File: src/rtl/uart_tx_buf_serializer_if.sv
// Handshake and data bundle for uart_tx_buf_serializer.
//   master : word source / tick generator (drives P_DATA, Data_Len, MSB_First, Load,
//            Shift_Tick, Flush; observes Load_Rdy, ser_data, Serial_done, Ser_Busy)
//   slave  : the serializer itself (mirror image of master)
interface uart_tx_buf_serializer_if #(
  parameter int unsigned DATA_WIDTH = 8,
  parameter int unsigned LEN_WIDTH  = 4
);
  logic [DATA_WIDTH-1:0] P_DATA;
  logic [LEN_WIDTH-1:0]  Data_Len;
  logic                  MSB_First;
  logic                  Load;
  logic                  Load_Rdy;
  logic                  Shift_Tick;
  logic                  Flush;
  logic                  ser_data;
  logic                  Serial_done;
  logic                  Ser_Busy;

  modport master (
    output P_DATA, Data_Len, MSB_First, Load, Shift_Tick, Flush,
    input  Load_Rdy, ser_data, Serial_done, Ser_Busy
  );

  modport slave (
    input  P_DATA, Data_Len, MSB_First, Load, Shift_Tick, Flush,
    output Load_Rdy, ser_data, Serial_done, Ser_Busy
  );
endinterface

File: src/rtl/uart_tx_buf_serializer.sv
// Double-buffered parallel-to-serial shifter for a UART transmitter.
// A one-word holding buffer accepts the next word while the current one shifts out, so
// back-to-back words leave with no idle bit between them. One bit is emitted per
// Shift_Tick; word length (1..DATA_WIDTH) and bit order are captured with each word.
// Ports:
//   CLK  - single clock, all state on the rising edge
//   RST  - asynchronous active-low reset
//   bus  - slave side of uart_tx_buf_serializer_if:
//          P_DATA/Data_Len/MSB_First/Load in, Load_Rdy out (holding buffer empty),
//          Shift_Tick in (baud strobe), Flush in (synchronous abort),
//          ser_data out (registered bit), Serial_done out (1-cycle pulse per word),
//          Ser_Busy out (word in shifter or holding buffer)
module uart_tx_buf_serializer #(
  parameter int unsigned DATA_WIDTH = 8,
  parameter int unsigned LEN_WIDTH  = 4
) (
  input  logic                     CLK,
  input  logic                     RST,
  uart_tx_buf_serializer_if.slave  bus
);

  typedef enum logic [0:0] {StIdle, StShift} state_e;

  localparam logic [LEN_WIDTH-1:0] MaxLen = LEN_WIDTH'(DATA_WIDTH);
  localparam logic [LEN_WIDTH-1:0] OneLen = LEN_WIDTH'(1);

  state_e                state_q, state_d;
  logic                  hold_valid_q, hold_valid_d;
  logic [DATA_WIDTH-1:0] hold_data_q, hold_data_d;
  logic [LEN_WIDTH-1:0]  hold_len_q, hold_len_d;
  logic                  hold_msb_q, hold_msb_d;
  logic [DATA_WIDTH-1:0] shift_q, shift_d;
  logic [LEN_WIDTH-1:0]  cnt_q, cnt_d;
  logic                  shift_msb_q, shift_msb_d;
  logic                  ser_data_q, ser_data_d;
  logic                  done_q, done_d;

  logic                  load_acc;
  logic                  take_hold;
  logic [LEN_WIDTH-1:0]  load_len;
  logic [DATA_WIDTH-1:0] hold_aligned;

  // Out-of-range lengths (0 or wider than the word) mean "full word".
  always_comb begin
    if (bus.Data_Len == '0 || bus.Data_Len > MaxLen) begin
      load_len = MaxLen;
    end else begin
      load_len = bus.Data_Len;
    end
  end

  // MSB-first words are left-aligned so bit len-1 sits at the shifter MSB and the shifter
  // always emits from a fixed end. LSB-first words need no alignment: bits above len-1
  // never reach bit 0 within len ticks.
  always_comb begin
    if (hold_msb_q) begin
      hold_aligned = hold_data_q << (DATA_WIDTH - int'(hold_len_q));
    end else begin
      hold_aligned = hold_data_q;
    end
  end

  // hold_valid is never set and consumed in the same cycle: accepting a Load needs it
  // clear, consuming the held word needs it set.
  assign load_acc = bus.Load & ~hold_valid_q;

  always_comb begin
    state_d      = state_q;
    hold_valid_d = hold_valid_q;
    hold_data_d  = hold_data_q;
    hold_len_d   = hold_len_q;
    hold_msb_d   = hold_msb_q;
    shift_d      = shift_q;
    cnt_d        = cnt_q;
    shift_msb_d  = shift_msb_q;
    ser_data_d   = ser_data_q;
    done_d       = 1'b0;
    take_hold    = 1'b0;

    if (bus.Flush) begin
      // Abort wins over Load and Shift_Tick; ser_data keeps its level.
      hold_valid_d = 1'b0;
      shift_d      = '0;
      cnt_d        = '0;
      state_d      = StIdle;
    end else begin
      if (load_acc) begin
        hold_valid_d = 1'b1;
        hold_data_d  = bus.P_DATA;
        hold_len_d   = load_len;
        hold_msb_d   = bus.MSB_First;
      end

      unique case (state_q)
        StIdle: begin
          // Transfer needs no tick; the first bit goes out on the next tick.
          if (hold_valid_q) begin
            take_hold = 1'b1;
            state_d   = StShift;
          end
        end
        StShift: begin
          if (bus.Shift_Tick) begin
            ser_data_d = shift_msb_q ? shift_q[DATA_WIDTH-1] : shift_q[0];
            shift_d    = shift_msb_q ? (shift_q << 1) : (shift_q >> 1);
            cnt_d      = cnt_q - OneLen;
            if (cnt_q == OneLen) begin
              done_d = 1'b1;
              // Reload on the last-bit tick so the next tick carries the next word.
              if (hold_valid_q) begin
                take_hold = 1'b1;
              end else begin
                state_d = StIdle;
              end
            end
          end
        end
        default: state_d = StIdle;
      endcase

      if (take_hold) begin
        shift_d      = hold_aligned;
        cnt_d        = hold_len_q;
        shift_msb_d  = hold_msb_q;
        hold_valid_d = 1'b0;
      end
    end
  end

  always_ff @(posedge CLK or negedge RST) begin
    if (!RST) begin
      state_q      <= StIdle;
      hold_valid_q <= 1'b0;
      hold_data_q  <= '0;
      hold_len_q   <= '0;
      hold_msb_q   <= 1'b0;
      shift_q      <= '0;
      cnt_q        <= '0;
      shift_msb_q  <= 1'b0;
      ser_data_q   <= 1'b0;
      done_q       <= 1'b0;
    end else begin
      state_q      <= state_d;
      hold_valid_q <= hold_valid_d;
      hold_data_q  <= hold_data_d;
      hold_len_q   <= hold_len_d;
      hold_msb_q   <= hold_msb_d;
      shift_q      <= shift_d;
      cnt_q        <= cnt_d;
      shift_msb_q  <= shift_msb_d;
      ser_data_q   <= ser_data_d;
      done_q       <= done_d;
    end
  end

  assign bus.Load_Rdy    = ~hold_valid_q;
  assign bus.ser_data    = ser_data_q;
  assign bus.Serial_done = done_q;
  assign bus.Ser_Busy    = (state_q == StShift) | hold_valid_q;

endmodule

File: src/flat_wrapper.sv
// flat-port wrapper written by rule: the top's interface ports become plain ports
module uart_tx_buf_serializer_flat 
#(
  parameter int unsigned DATA_WIDTH = 8,
  parameter int unsigned LEN_WIDTH  = 4
)
  (CLK, RST, bus_P_DATA, bus_Data_Len, bus_MSB_First, bus_Load, bus_Shift_Tick, bus_Flush, bus_Load_Rdy, bus_ser_data, bus_Serial_done, bus_Ser_Busy);
  uart_tx_buf_serializer_if #(.DATA_WIDTH(DATA_WIDTH), .LEN_WIDTH(LEN_WIDTH)) bus_i ();
  input  logic CLK;
  input  logic RST;
  input wire logic [$bits(bus_i.P_DATA)-1:0] bus_P_DATA;
  input wire logic [$bits(bus_i.Data_Len)-1:0] bus_Data_Len;
  input wire logic [$bits(bus_i.MSB_First)-1:0] bus_MSB_First;
  input wire logic [$bits(bus_i.Load)-1:0] bus_Load;
  input wire logic [$bits(bus_i.Shift_Tick)-1:0] bus_Shift_Tick;
  input wire logic [$bits(bus_i.Flush)-1:0] bus_Flush;
  output wire logic [$bits(bus_i.Load_Rdy)-1:0] bus_Load_Rdy;
  output wire logic [$bits(bus_i.ser_data)-1:0] bus_ser_data;
  output wire logic [$bits(bus_i.Serial_done)-1:0] bus_Serial_done;
  output wire logic [$bits(bus_i.Ser_Busy)-1:0] bus_Ser_Busy;
  assign bus_i.P_DATA = bus_P_DATA;
  assign bus_i.Data_Len = bus_Data_Len;
  assign bus_i.MSB_First = bus_MSB_First;
  assign bus_i.Load = bus_Load;
  assign bus_i.Shift_Tick = bus_Shift_Tick;
  assign bus_i.Flush = bus_Flush;
  assign bus_Load_Rdy = bus_i.Load_Rdy;
  assign bus_ser_data = bus_i.ser_data;
  assign bus_Serial_done = bus_i.Serial_done;
  assign bus_Ser_Busy = bus_i.Ser_Busy;
  uart_tx_buf_serializer #(.DATA_WIDTH(DATA_WIDTH), .LEN_WIDTH(LEN_WIDTH)) u_core (.CLK(CLK), .RST(RST), .bus(bus_i));
endmodule
File: config.mk
export PLATFORM = sky130hd
export DESIGN_NAME = uart_tx_buf_serializer_flat
export DESIGN_NICKNAME = d
export VERILOG_FILES = /design/src/rtl/uart_tx_buf_serializer_if.sv /design/src/rtl/uart_tx_buf_serializer.sv /design/src/flat_wrapper.sv
export SDC_FILE = /design/constraint.sdc
export NUM_CORES = 1
export LEC_CHECK = 0
export CORE_MARGIN = 4
export CORE_UTILIZATION = 60
export DETAILED_ROUTE_END_ITERATION = 16
export PLACE_DENSITY = 0.95
export SLEW_MARGIN = 20
export SYNTH_ARGS = -nofsm -noshare
export SYNTH_HDL_FRONTEND = slang
export SYNTH_SLANG_ARGS = --single-unit
File: constraint.sdc
create_clock -name CLK -period 3.8 [get_ports CLK]
set_input_delay 0.76 -clock CLK [delete_from_list [all_inputs] [get_ports CLK]]
set_output_delay 0.76 -clock CLK [all_outputs]
set_load 0.02 [all_outputs]
-- Yosys cells after proc, flatten, opt, wreduce, memory -nomap -nowiden
Cells that the tools add are included.
- bits of input ports: 18
- RAM bits: 0
- memories: 0
- logic and storage cells: 57
- ROM bits: 0
- flip-flop bits (word level): 30
- bits in latches: 0
- multiplexer cells: 28
- reduce and logical (&&, ||, !) cells: 9
- order comparisons: 1
- eq/ne operators: 1
- add/subtract/negate cells: 2
- bitwise logic cells: 5
- div/mod/pow operators: 0
- shift-type cells: 1
- $mul: 0
- operator list (kind ; count):
    $mux 8 ; 6
    $shl 8x32->8 ; 1
    $mux 4 ; 5
    $mux 1 ; 15
    $reduce_bool 3->1 ; 3
    $reduce_and 2->1 ; 3
    $sub 4x4->5 const A ; 1
    $eq 4x1->1 const B ; 1
    $gt 4x4->1 const B ; 1
    $logic_not 4->1 ; 1
    $pmux 1 s2 ; 2
    $sub 4x1->4 const B ; 1
    $not 1->1 ; 3
    $reduce_and 3->1 ; 1
    $and 1x1->1 ; 1
    $logic_or 1x1->1 ; 1
    $or 1x1->1 ; 1

-- Logic depth before layout (Yosys ltp)
- word-level depth: 7
- depth in mapped cells: 10
- mapped depth without buffers: 7

-- Worst setup path before layout
Ideal clock, no wire load.
- path type: flip-flop to flip-flop
- start point: register u_core.hold_len_q[0]
- end point: register u_core.shift_q[4]
- arrival: 2048 ps
- slack: 1614 ps
- setup time: 137 ps
- cell stages (with the launch flop): 11
- clock period less this slack: 2186 ps
- path buffers: 3
- cell sequence: dfrtp_1 > buf_2 > buf_4 > inv_1 > ha_1 > buf_2 > inv_1 > a311oi_1 > nor4_1 > a2111oi_0 > nor4_1
- cells in the longest elaborated chain, start to end: 5
- RTL lines (item ; RTL line ; text):
    start, declared ; uart_tx_buf_serializer.sv:30 ; logic [LEN_WIDTH-1:0] hold_len_q, hold_len_d;
    start signal, assigned ; uart_tx_buf_serializer.sv:146 ; hold_len_q <= hold_len_d;
    $sub 4x4->5 ; uart_tx_buf_serializer.sv:57 ; hold_aligned = hold_data_q << (DATA_WIDTH - int'(hold_len_q));
    $shl 8x32->8 ; uart_tx_buf_serializer.sv:57 ;
    $mux 8 ; uart_tx_buf_serializer.sv:56 ; if (hold_msb_q) begin
    $mux 8 ; uart_tx_buf_serializer.sv:121 ; if (take_hold) begin
    $mux 8 ; uart_tx_buf_serializer.sv:80 ; if (bus.Flush) begin
    end signal, assigned ; uart_tx_buf_serializer.sv:148 ; shift_q <= shift_d;
    end, declared ; uart_tx_buf_serializer.sv:32 ; logic [DATA_WIDTH-1:0] shift_q, shift_d;
Every way passes these cells.
A chain may end at the register's enable or synchronous reset.

-- Final worst setup path
Ends and elaborated chain as after synthesis.

==> flow_summary.ini <==
[power_and_ir_drop]
ir_drop_v = 0.0003506
switchingPower_mw = 0.3309
p_comb_share_pct = 32.9
p_int_mw = 0.6048
seqPwrFrac_pct = 47.0
leakage_nw = 0.8797
swShare_pct = 35.36
p_per_area_nw_per_um2 = 432.0
p_clk_share_pct = 20.0

[global_routing]
antenna_found_initial = 0
grt_max_degree = 31
grt_overflow = 0
first_global_vias = 1569
grt_usage_pct = 23.16
grt_pass1_wl_um = 7293

[worst_hold_path]
min_to = u_core.bus.ser_data$_DFFE_PN0P_
hold_depth = 2
min-delay-start = u_core.bus.ser_data$_DFFE_PN0P_
hold_class = flop to flop

[setup_path]
rrSetupSlack_ps = 1040
cp_num_buf_inv = 1
crit_chain = inv_1 -> ha_1 -> mux4_2 -> nor2_1 -> o21ai_1 -> a2111oi_0 -> nor4_1
r2r_cells = 7
cpMaxStageDelayCell = dfrtp_1
cp.required_ps = 4000
worstReg2RegStart = u_core.hold_len_q[0]$_DFFE_PN0P_
r2r-end = u_core.shift_q[4]$_DFFE_PN0P_
arrival_ps = 2960
critPathCaptureType = flop
critPathLaunchType = flop
max_stage_delay_ps = 690
cp-startpoint = u_core.hold_len_q[0]$_DFFE_PN0P_
crit_path_max_fanout = 15
cp_top_family = flip-flops
critPathKind = flop to flop

[sta]
fin_skew_ps = 13.54
final_hold_viol_count = 0
finalSetupViolCount = 0
fin_crit_sh_pct = 72.52
relSlewSlack_pct = 57.78
max_freq_mhz = 362.9
worst_pin_slew_ps = 633.2
fin_crit_ps = 2756
slew_violations = 0
finalSetupTns_ps = 0
rsz0062_at_grt = no
setup_slack_ps = 1044

[cells_and_area]
fin_nets = 234
area_delta_synth_final_pct = 14.64
drive_gt1_share_pct = 11.79
fillers = 231
final_core_util_pct = 71.53
diodes = 0

[synth]
synthCells = 196
ys_seq_area_share_pct = 39.74
yosys.cell_types.count = 42
ys_top_cells_by_count = dfrtp_1, nor2_1, a21oi_1
yosysWarningCount = 0
synthTopCellsByArea = dfrtp_1, mux2i_1, mux4_2, mux2_2, nor2_1
synthFlopType = dfrtp_1
synth_top_area_share_pct = 39.74
synth.largest_area_cell = dfrtp_1
syn_area_um2 = 1889
avgSynthCellArea_um2 = 9.639
synthArstFlopShare_pct = 100.0
synth_fp_nets = 217
synth.most_common_cell = dfrtp_1
synth_seq_cells = 30
synth-edff-count = 0

[placement]
dp_hpwl_um = 3063
place_ws_ps = 916.2
gp_congestion = 0.8873
io_buffers = 21

[job]
max_cap_violations = 0

[detailed_routing]
vias = 1602
final_antenna_net_count = 0
dr.pass1.iters = 4
drc_errors = 0
wl_per_cell_um = 16.68
drtIter0Drc = 116
drt-total-wl_um = 4269
via_per_inst = 6.258

[clocking]
postCtsSetupRepairBufs = 0
clock_sink_count = 30
cts.clk_slew.worst_paths_ps = 90
htree_levels = 2
tritoncts = yes
cts-root-buf = clkbuf_4
cts.path.max_buffers = 2
post_cts_resize_count = 0
cts_hold_buf = 0
cts_made_buffers = 5
clock_latency_ps = 330

[floorplan]
die_h_um = 64.12
die_area_um2 = 4111
rows = 20
start_util_pct = 62.40
die_w_um = 64.12
core_um2 = 3028
io_pins = 22

[status]
outcome = finished clean
layout by cell type (no fill, tap or decap), types with 2 or more instances in the layout:
| master | netlist | final |
|---|---|---|
| clkbuf_4 | 0 | 5 |
| nand3_1 | 2 | 2 |
| mux2_2 | 7 | 7 |
| nand2b_1 | 2 | 2 |
| mux4_2 | 4 | 4 |
| xnor2_1 | 2 | 2 |
| xor2_1 | 2 | 2 |
| o22a_1 | 6 | 6 |
| a2111oi_0 | 2 | 2 |
| nor3_1 | 3 | 3 |
| a211oi_1 | 8 | 8 |
| nor4_1 | 3 | 3 |
| clkdlybuf4s50_1 | 0 | 21 |
| ha_1 | 3 | 3 |
| o21ai_1 | 4 | 4 |
| nor2b_1 | 3 | 3 |
| nand3b_1 | 4 | 4 |
| a21oi_1 | 13 | 13 |
| o31ai_1 | 2 | 2 |
| nor2_1 | 18 | 18 |
| buf_4 | 1 | 4 |
| dfrtp_1 | 30 | 30 |
| mux2_1 | 2 | 2 |
| inv_1 | 9 | 9 |
| mux2i_1 | 12 | 12 |
| a311oi_1 | 4 | 4 |
| nand2_1 | 12 | 12 |
| o21ai_0 | 9 | 9 |
| a31oi_1 | 2 | 2 |
worst reg2reg max path: cells and delay by family, from the launching register on:
family | cells | cell delay (ps)
buf+inv | 1 | 200
fa+ha+maj | 1 | 630
mux | 1 | 390
simple gates | 2 | 220
compound gates | 2 | 510
flops | 1 | 690
layer usage:
| layer | up-vias | part of all wire [%] | wire length [um] | track usage, % |
|---|---|---|---|---|
| met5 | - | 0 | 0 | 0 |
| met4 | 0 | 1.9 | 83 | 10.82 |
| met3 | 7 | 6.8 | 292 | 6.678 |
| met2 | 67 | 49 | 2078 | 37.16 |
| met1 | 775 | 43 | 1815 | 28.75 |
| li1 | 753 | - | - | - |
sequential cells by signal, indices dropped and copies added, names as in the netlist:
name and count:
u_core.hold_data_q 8, u_core.shift_q 8, u_core.cnt_q 4, u_core.hold_len_q 4, u_core.bus.Serial_done 1, u_core.bus.ser_data 1, u_core.hold_msb_q 1, u_core.hold_valid_q 1
u_core.shift_msb_q 1, u_core.state_q 1
through the flow:
stage	cell area [um^2]	hold WS, ps	power, mW	std cells
2_1_floorplan	1889	464.4	0.6576	196
3_3_place_gp	2115	505.9	0.7358	250
3_5_place_dp	2115	516.2	0.7481	250
4_1_cts	2166	541.4	0.9343	256
5_1_grt	2166	562.8	0.9915	256
6_report	2166	541.4	0.9357	256
final cells by class:
type | instances | area [um^2] | share of cell area [%]
inverter | 10 | 37.54 | 1.733
clock buffer | 6 | 51.30 | 2.369
tap | 44 | 55.05 | 2.542
sequential | 30 | 750.7 | 34.66
multi-input combinational | 141 | 1031 | 47.60
timing repair buffer | 25 | 240.2 | 11.09
worst max-delay path by stage:
stage	cells after the start	end
after global placement	7	u_core.shift_q[1]$_DFFE_PN0P_
after global routing	7	u_core.shift_q[4]$_DFFE_PN0P_
after detailed placement	7	u_core.shift_q[1]$_DFFE_PN0P_
final	7	u_core.shift_q[4]$_DFFE_PN0P_
after CTS	7	u_core.shift_q[4]$_DFFE_PN0P_
after floorplan	10	u_core.shift_q[4]$_DFFE_PN0P_
cells by family after synthesis:
logic type      after synthesis  synth area share (%)
compound gates               53                 18.41
simple gates                 56                 15.83
xor+xnor                      4                 1.855
fa+ha+maj                     3                 1.987
flops                        30                 39.74
buf+inv                      25                 5.695
mux                          25                 16.49
power by group through the flow:
stage	registers, mW	logic [mW]	clock network (mW)
finish	0.440	0.308	0.187
detailed placement	0.445	0.303	0
floorplan	0.409	0.249	0
global route	0.448	0.342	0.201
global placement	0.442	0.294	0
CTS	0.438	0.306	0.191
Note: power is estimated with default switching activity, not from simulation.
